`config.mk`:
```
export PLATFORM = sky130hd
export DESIGN_NAME = iomem_fabric
export DESIGN_NICKNAME = d
export VERILOG_FILES = /design/src/rtl/iomem_pkg.sv /design/src/rtl/iomem_fabric.sv
export SDC_FILE = /design/constraint.sdc
export NUM_CORES = 1
export LEC_CHECK = 0
export ABC_AREA = 1
export CAP_MARGIN = 20
export CORE_AREA = 2 2 147 149
export CTS_CLUSTER_SIZE = 14
export DETAILED_ROUTE_END_ITERATION = 10
export DIE_AREA = 0 0 149 151
export GPL_TIMING_DRIVEN = 1
export PLACE_DENSITY = 0.77
export SLEW_MARGIN = 20
export SYNTH_ARGS = -nofsm -noshare
export SYNTH_HDL_FRONTEND = slang
export SYNTH_SLANG_ARGS = --single-unit
```
`constraint.sdc`:
```
create_clock -name clk -period 4.54 [get_ports clk]
set_clock_uncertainty 0.15 [all_clocks]
set_input_delay 0.454 -clock clk [delete_from_list [all_inputs] [get_ports clk]]
set_output_delay 0.454 -clock clk [all_outputs]
set_load 0.1 [all_outputs]
```
`src/rtl/iomem_pkg.sv`:
```
// Shared types and constants for the iomem decode/response fabric.
// Holds the FSM state encoding, slot index names and the fixed response words.
// Also provides the address-to-slot decode helper used by the fabric.
package iomem_pkg;

  typedef enum logic [1:0] {
    ST_IDLE   = 2'd0,
    ST_ACCESS = 2'd1,
    ST_RESP   = 2'd2
  } state_t;

  localparam int SLOT_GPIO  = 0;
  localparam int SLOT_AUDIO = 1;
  localparam int SLOT_VIDEO = 2;
  localparam int SLOT_SD    = 3;
  localparam int SLOT_I2C   = 4;
  localparam int SLOT_FLASH = 5;

  localparam logic [31:0] RDATA_UNMAPPED = 32'h0000_0000;
  localparam logic [31:0] RDATA_TIMEOUT  = 32'hFFFF_FFFF;

  // True when the top address byte selects the given slot.
  function automatic logic slot_hit(input logic [31:0] addr, input logic [7:0] base_id,
                                    input int slot);
    return addr[31:24] == (base_id + 8'(slot));
  endfunction

endpackage

```
`src/rtl/iomem_fabric.sv`:
```
// Registered decode/response stage between the picosoc iomem master and its peripherals.
// Latency: 3 cycles minimum (capture, slot access, response); unmapped/absent 1 cycle.
// Backpressure: slot ready stalls ACCESS up to TIMEOUT_CYCLES; master drop aborts silently.
module iomem_fabric
  import iomem_pkg::*;
#(
  parameter int                   NUM_SLOTS      = 6,
  parameter logic [7:0]           BASE_ID        = 8'h03,
  parameter logic [NUM_SLOTS-1:0] PRESENT_MASK   = '1,
  parameter int                   TIMEOUT_CYCLES = 255
) (
  input  logic                    clk,
  input  logic                    resetn,
  input  logic                    m_valid,
  output logic                    m_ready,
  input  logic [3:0]              m_wstrb,
  input  logic [31:0]             m_addr,
  input  logic [31:0]             m_wdata,
  output logic [31:0]             m_rdata,
  output logic [NUM_SLOTS-1:0]    s_valid,
  output logic [3:0]              s_wstrb,
  output logic [31:0]             s_addr,
  output logic [31:0]             s_wdata,
  input  logic [NUM_SLOTS-1:0]    s_ready,
  input  logic [32*NUM_SLOTS-1:0] s_rdata,
  input  logic                    err_clear,
  output logic                    err_timeout,
  output logic                    err_unmapped
);

  localparam int             CNT_W  = $clog2(TIMEOUT_CYCLES + 1);
  localparam logic [CNT_W:0] TO_LIM = TIMEOUT_CYCLES[CNT_W:0];

  state_t               state, state_next;
  logic [NUM_SLOTS-1:0] hit_oh, sel_oh;
  logic                 mapped, present;
  logic                 sel_ready;
  logic [31:0]          sel_rdata;
  logic [CNT_W-1:0]     cnt;
  logic [CNT_W:0]       cnt_inc;
  logic                 timeout_hit;
  logic                 capture, load_rdata, set_unm, set_to;
  logic [31:0]          rdata_next;

  // Decode the live master address into a one-hot slot hit vector.
  always_comb begin
    hit_oh = '0;
    for (int i = 0; i < NUM_SLOTS; i++) begin
      hit_oh[i] = slot_hit(m_addr, BASE_ID, i);
    end
  end

  assign mapped  = |hit_oh;
  assign present = |(hit_oh & PRESENT_MASK);

  // Collect ready/rdata from the captured slot only; other slots are ignored.
  always_comb begin
    sel_rdata = '0;
    for (int i = 0; i < NUM_SLOTS; i++) begin
      if (sel_oh[i]) sel_rdata = sel_rdata | s_rdata[32*i +: 32];
    end
  end

  assign sel_ready   = |(s_ready & sel_oh);
  assign cnt_inc     = {1'b0, cnt} + {{CNT_W{1'b0}}, 1'b1};
  assign timeout_hit = cnt_inc >= TO_LIM;

  // State register.
  always_ff @(posedge clk or negedge resetn) begin
    if (!resetn) state <= ST_IDLE;
    else         state <= state_next;
  end

  // Next-state and datapath control.
  always_comb begin
    state_next = state;
    capture    = 1'b0;
    load_rdata = 1'b0;
    rdata_next = RDATA_UNMAPPED;
    set_unm    = 1'b0;
    set_to     = 1'b0;
    case (state)
      ST_IDLE: begin
        if (m_valid) begin
          capture = 1'b1;
          if (present) begin
            state_next = ST_ACCESS;
          end else begin
            // Absent slots answer quietly; only truly unmapped addresses flag.
            load_rdata = 1'b1;
            rdata_next = RDATA_UNMAPPED;
            set_unm    = !mapped;
            state_next = ST_RESP;
          end
        end
      end
      ST_ACCESS: begin
        if (!m_valid) begin
          state_next = ST_IDLE;
        end else if (sel_ready) begin
          load_rdata = 1'b1;
          rdata_next = sel_rdata;
          state_next = ST_RESP;
        end else if (timeout_hit) begin
          load_rdata = 1'b1;
          rdata_next = RDATA_TIMEOUT;
          set_to     = 1'b1;
          state_next = ST_RESP;
        end
      end
      ST_RESP: state_next = ST_IDLE;
      default: state_next = ST_IDLE;
    endcase
  end

  // Capture registers, response data and the saturating wait counter.
  always_ff @(posedge clk or negedge resetn) begin
    if (!resetn) begin
      s_addr  <= '0;
      s_wdata <= '0;
      s_wstrb <= '0;
      sel_oh  <= '0;
      m_rdata <= '0;
      cnt     <= '0;
    end else begin
      if (capture) begin
        s_addr  <= m_addr;
        s_wdata <= m_wdata;
        s_wstrb <= m_wstrb;
        sel_oh  <= hit_oh;
        cnt     <= '0;
      end else if (state == ST_ACCESS && !cnt_inc[CNT_W]) begin
        cnt <= cnt_inc[CNT_W-1:0];
      end
      if (load_rdata) m_rdata <= rdata_next;
    end
  end

  // Sticky error flags: a set event beats a simultaneous clear.
  always_ff @(posedge clk or negedge resetn) begin
    if (!resetn) begin
      err_timeout  <= 1'b0;
      err_unmapped <= 1'b0;
    end else begin
      err_timeout  <= set_to  | (err_timeout  & ~err_clear);
      err_unmapped <= set_unm | (err_unmapped & ~err_clear);
    end
  end

  assign m_ready = (state == ST_RESP);
  assign s_valid = (state == ST_ACCESS) ? sel_oh : '0;

endmodule

```
* Word-level counts from Yosys, hierarchy flattened *
Cells that the tools add are included.

word-level totals
  output and inout bits = 109
  input bits = 270
  bits in registers = 118
  word-level logic and storage cells = 73

cells by class
  $add $sub $neg = 1
  equality and inequality tests = 10
  mux-type cells = 33
  reductions and logical operators = 8
  $lt $le $gt $ge = 1
  bitwise operators = 11

operator list
  operator                                                           count
  two-way mux 32 bit                                                 10
  OR 32 bit                                                          5
  == test 8 x 3 -> 1 bit, second input constant                      4
  two-way mux 8 bit                                                  2
  two-way mux 1 bit                                                  13
  OR reduction 6 bit                                                 2
  two-way mux 2 bit                                                  5
  adder 8 x 1 -> 9 bit, second input constant                        1
  greater-or-equal comparator 9 x 8 -> 1 bit, second input constant  1
  == test 8 x 2 -> 1 bit, second input constant                      1
  == test 8 x 4 -> 1 bit, second input constant                      1
  bitwise AND 6 bit                                                  1
  two-way mux 6 bit                                                  1
  inequality test 4 bit, second input constant                       1
  case mux 2 bit (2 select lines)                                    1
  bitwise AND 1 bit                                                  2
  == test 2 x 1 -> 1 bit, second input constant                      1
  == test 2 bit, second input constant                               1
  zero test 1 bit                                                    2
  zero test 2 bit                                                    1
  inequality test 2 bit, second input constant                       1
  OR 1 bit                                                           2
  case mux 1 bit (2 select lines)                                    1
  AND reduction 2 bit                                                1
  other kinds (3)                                                    3

* Logic depth before layout (Yosys ltp) *
  word-level depth = 14
  mapped depth = 14
  depth with buffers taken out = 13

* Least setup slack after synthesis *
OpenSTA, ideal clock, no wires.

  path type = register to output
  start point = reg sel_oh[2]
  end point = out s_valid[2]
  path buffers = 3
  stages on the path, launching flop included = 6
  arrival time = 2.248 ns
  setup slack = 1.688 ns
  required time = 3.936 ns
  path through = dfrtp_1 > buf_2 > buf_2 > buf_1 > inv_1 > nor2_1

between the ends
  cells in the longest elaborated chain, start to end = 1

ends and longest elaborated chain
  what                    line                 RTL
  from (decl)             iomem_fabric.sv:35   logic [NUM_SLOTS-1:0] hit_oh, sel_oh;
  from (signal assigned)  iomem_fabric.sv:130  sel_oh <= hit_oh;
  two-way mux 6 bit       iomem_fabric.sv:151  assign s_valid = (state == ST_ACCESS) ? sel_oh : '0;
  to (decl)               iomem_fabric.sv:20   output logic [NUM_SLOTS-1:0] s_valid,

Every way passes these cells.

* Worst setup path after layout *
  start point = reg state[1]
  end point = out s_valid[4]

between the ends
  cells in the longest elaborated chain, start to end = 2

ends and longest elaborated chain
  what                    line                 RTL
  from (decl)             iomem_fabric.sv:34   state_t state, state_next;
  from (signal assigned)  iomem_fabric.sv:71   else state <= state_next;
  == test 2 x 1 -> 1 bit  iomem_fabric.sv:151
  two-way mux 6 bit       iomem_fabric.sv:151

Every way passes these cells.

==> results_dict.tcl <==
set metrics [dict create \
    grt_pass1_vias 6903 \
    synthTopCellsByCount "nand2_1, dfrtp_1, nand3_1" \
    finalPower_mw 3.76 \
    viasPerCell 4.70 \
    cts_tree "done" \
    syn_inst 826 \
    syn_area_um2 6120 \
    min_path_type "reg2reg" \
    r2r_slack_ps 2070 \
    rsz0062_at_grt "false" \
    grt_overflow 0 \
    ys.flop_type "dfrtp_1" \
    hold_viol_final 0 \
    yosysTopAreaCellShare 0.482 \
    io_pins 379 \
    grt_pass1_wl_um 37600 \
    status "completed" \
    place_congestion 0.882 \
    synth_area_leaders "dfrtp_1, nand2_1, a221oi_1" \
    async_flop_share 1.00 \
    path_clk_slew_ps 60 \
    wirelength_um 25100 \
    stdcell_area_um2 10700 \
    cts_made_buffers 17 \
    cp_max_fo 8 \
    placed_cells_incl_taps 1440 \
    min_period_ps 2890 \
    p_leak_nw 4.83 \
    fmax_mhz 346 \
    area_growth_pct 74.0 \
    h-tree-depth 4 \
    reg2reg_depth 10 \
    dpl_cell_area_um2 10100 \
    dieArea_um2 22500 \
    end_kind "primary output" \
    drv_slew 0 \
    fin_util 0.512 \
    drv_cap 0 \
    ys_seq_elements 118 \
    synth_edf_count 0 \
    clk_root_buffer_cell "clkbuf_16" \
    drive_above_1_share 0.0618 \
    synth_largest_area_cell "dfrtp_1" \
    r2r_end "m_rdata[8]" \
    syn-num-nets 1098 \
    required_ps 3940 \
    grt_max_degree 75 \
    start_util 0.294 \
    wl_per_cell_um 17.0 \
    cts.sinks 118 \
    track_usage 0.218 \
    core_um2 20800 \
    cts_setup_buffers 0 \
    synth.avg_cell_area_um2 7.41 \
    relSlewSlack 0.255 \
    yosysMostFrequentCell "nand2_1" \
    tns_ps 0 \
    cts_max_path_buffers 2 \
    firstDrtPassIters 4 \
    clk_latency_ps 410 \
    nets 1457 \
    ys_warn_count 0 \
    stdcell_count 1476 \
    die_w_um 149 \
    fp-row-count 53 \
    die_h_um 151 \
    drc_errors 0 \
    min_from "m_rdata[18]" \
    ir_drop_uv 304 \
    power_density_nw_per_um2 353 \
    ant_nets 0 \
    port_buffers 378 \
    crit-reg2reg-launch "cnt[0]" \
    antenna_found_initial 4 \
    finalSetupViolations 0 \
    synth_cell_types 28 \
    hold-path-endpoint "m_rdata[18]" \
    post-route-period-util 0.637 \
    timing_worst_setup_path_type "reg2out" \
    via_count 6935 \
    ys_seq_area_frac 0.482 \
    startpoint_type "flip-flop" \
    drt-initial-drc-count 252 \
    critPathArrivalTime_ps 2290 \
    worst_slew_pin_slew_ps 1110 \
    whs_path_depth 2 \
    dp_hpwl_um 18700 \
]
-- per-stage QoR --
step                hold WS (ps)  setup slack (ps)
global route                 342              1520
finish                       315              1650
CTS                          323              1620
detailed placement           308              1890
floorplan                   8.41              1690
global placement             303              1970
-- area by class of cell --
cell class              instances  area [µm²]
well taps                     275         344
multi-input cells             619        2780
diodes                          3        7.51
clock inverters                15         133
inverters                      37         139
fillers                      1949       10200
repair buffers                392        3880
flip-flops and latches        118        2950
clock buffers                  17         425
-- placed cells by master, fill, tap and decap left out, drive strengths merged --
cell / n
clkinv: 4
nor3: 2
ha: 2
inv: 46
nand2: 458
dfrtp: 118
xor2: 1
a221oi: 32
nor4: 1
nor2: 23
o31ai: 1
nand3: 44
clkbuf: 17
nand4: 34
dlygate4sd3: 1
diode: 3
clkinvlp: 2
buf: 19
o32ai: 2
o21ai: 13
clkdlybuf4s50: 372
o22ai: 6
-- registers in the layout, summed over array words and instances, names as in the netlist --
register / count
state: 2
cnt: 8
sel_oh: 6
err_timeout: 1
s_wstrb: 4
s_addr: 32
s_wdata: 32
err_unmapped: 1
m_rdata: 32
-- worst max-delay path, cell delays in order, from the launching register on --
cell and delay, ps:
dfrtp_1 410, nor2_1 140, inv_2 100, nor2_1 100, clkdlybuf4s50_1 1130
-- routing by layer --
metal,routed length [µm],track usage
met1,10000,0.256
met4,510,0.0695
met5,13,0
met2,11800,0.370
met3,2750,0.0816
-- logic make-up after synthesis --
| family | share of synthesized area |
|---|---|
| and+or+nand+nor | 0.381 |
| DFF | 0.482 |
| buffers and inverters | 0.0644 |
| AOI/OAI and AO/OA | 0.0666 |
| adders and majority gates | 0.00409 |
| xor gates and xnor gates | 0.00143 |
-- report_power, final --
group	internal (mW)	switching [mW]	leakage, nW	total [mW]
clock	0.720	0.561	0.271	1.28
sequential	1.14	0.0548	1.53	1.20
combinational	0.398	0.885	3.03	1.28
-- repair_timing --
item / 4_1_cts / 5_1_grt
resized for setup: 0 / 0
hold endpoints to repair: 13 / 0
hold buffers: 1 / 0
-- how the worst max path moves through the flow --
stage | from | end | slack (ps) | depth (start not counted)
after floorplan | sel_oh[2] | s_valid[2] | 1690 | 5
after global placement | m_valid | m_rdata[16] | 1970 | 10
after detailed placement | m_valid | m_rdata[8] | 1890 | 10
after CTS | state[1] | s_valid[4] | 1620 | 4
after global routing | state[1] | s_valid[4] | 1520 | 4
final | state[1] | s_valid[4] | 1650 | 4
Power figures use the tool's default switching activity.
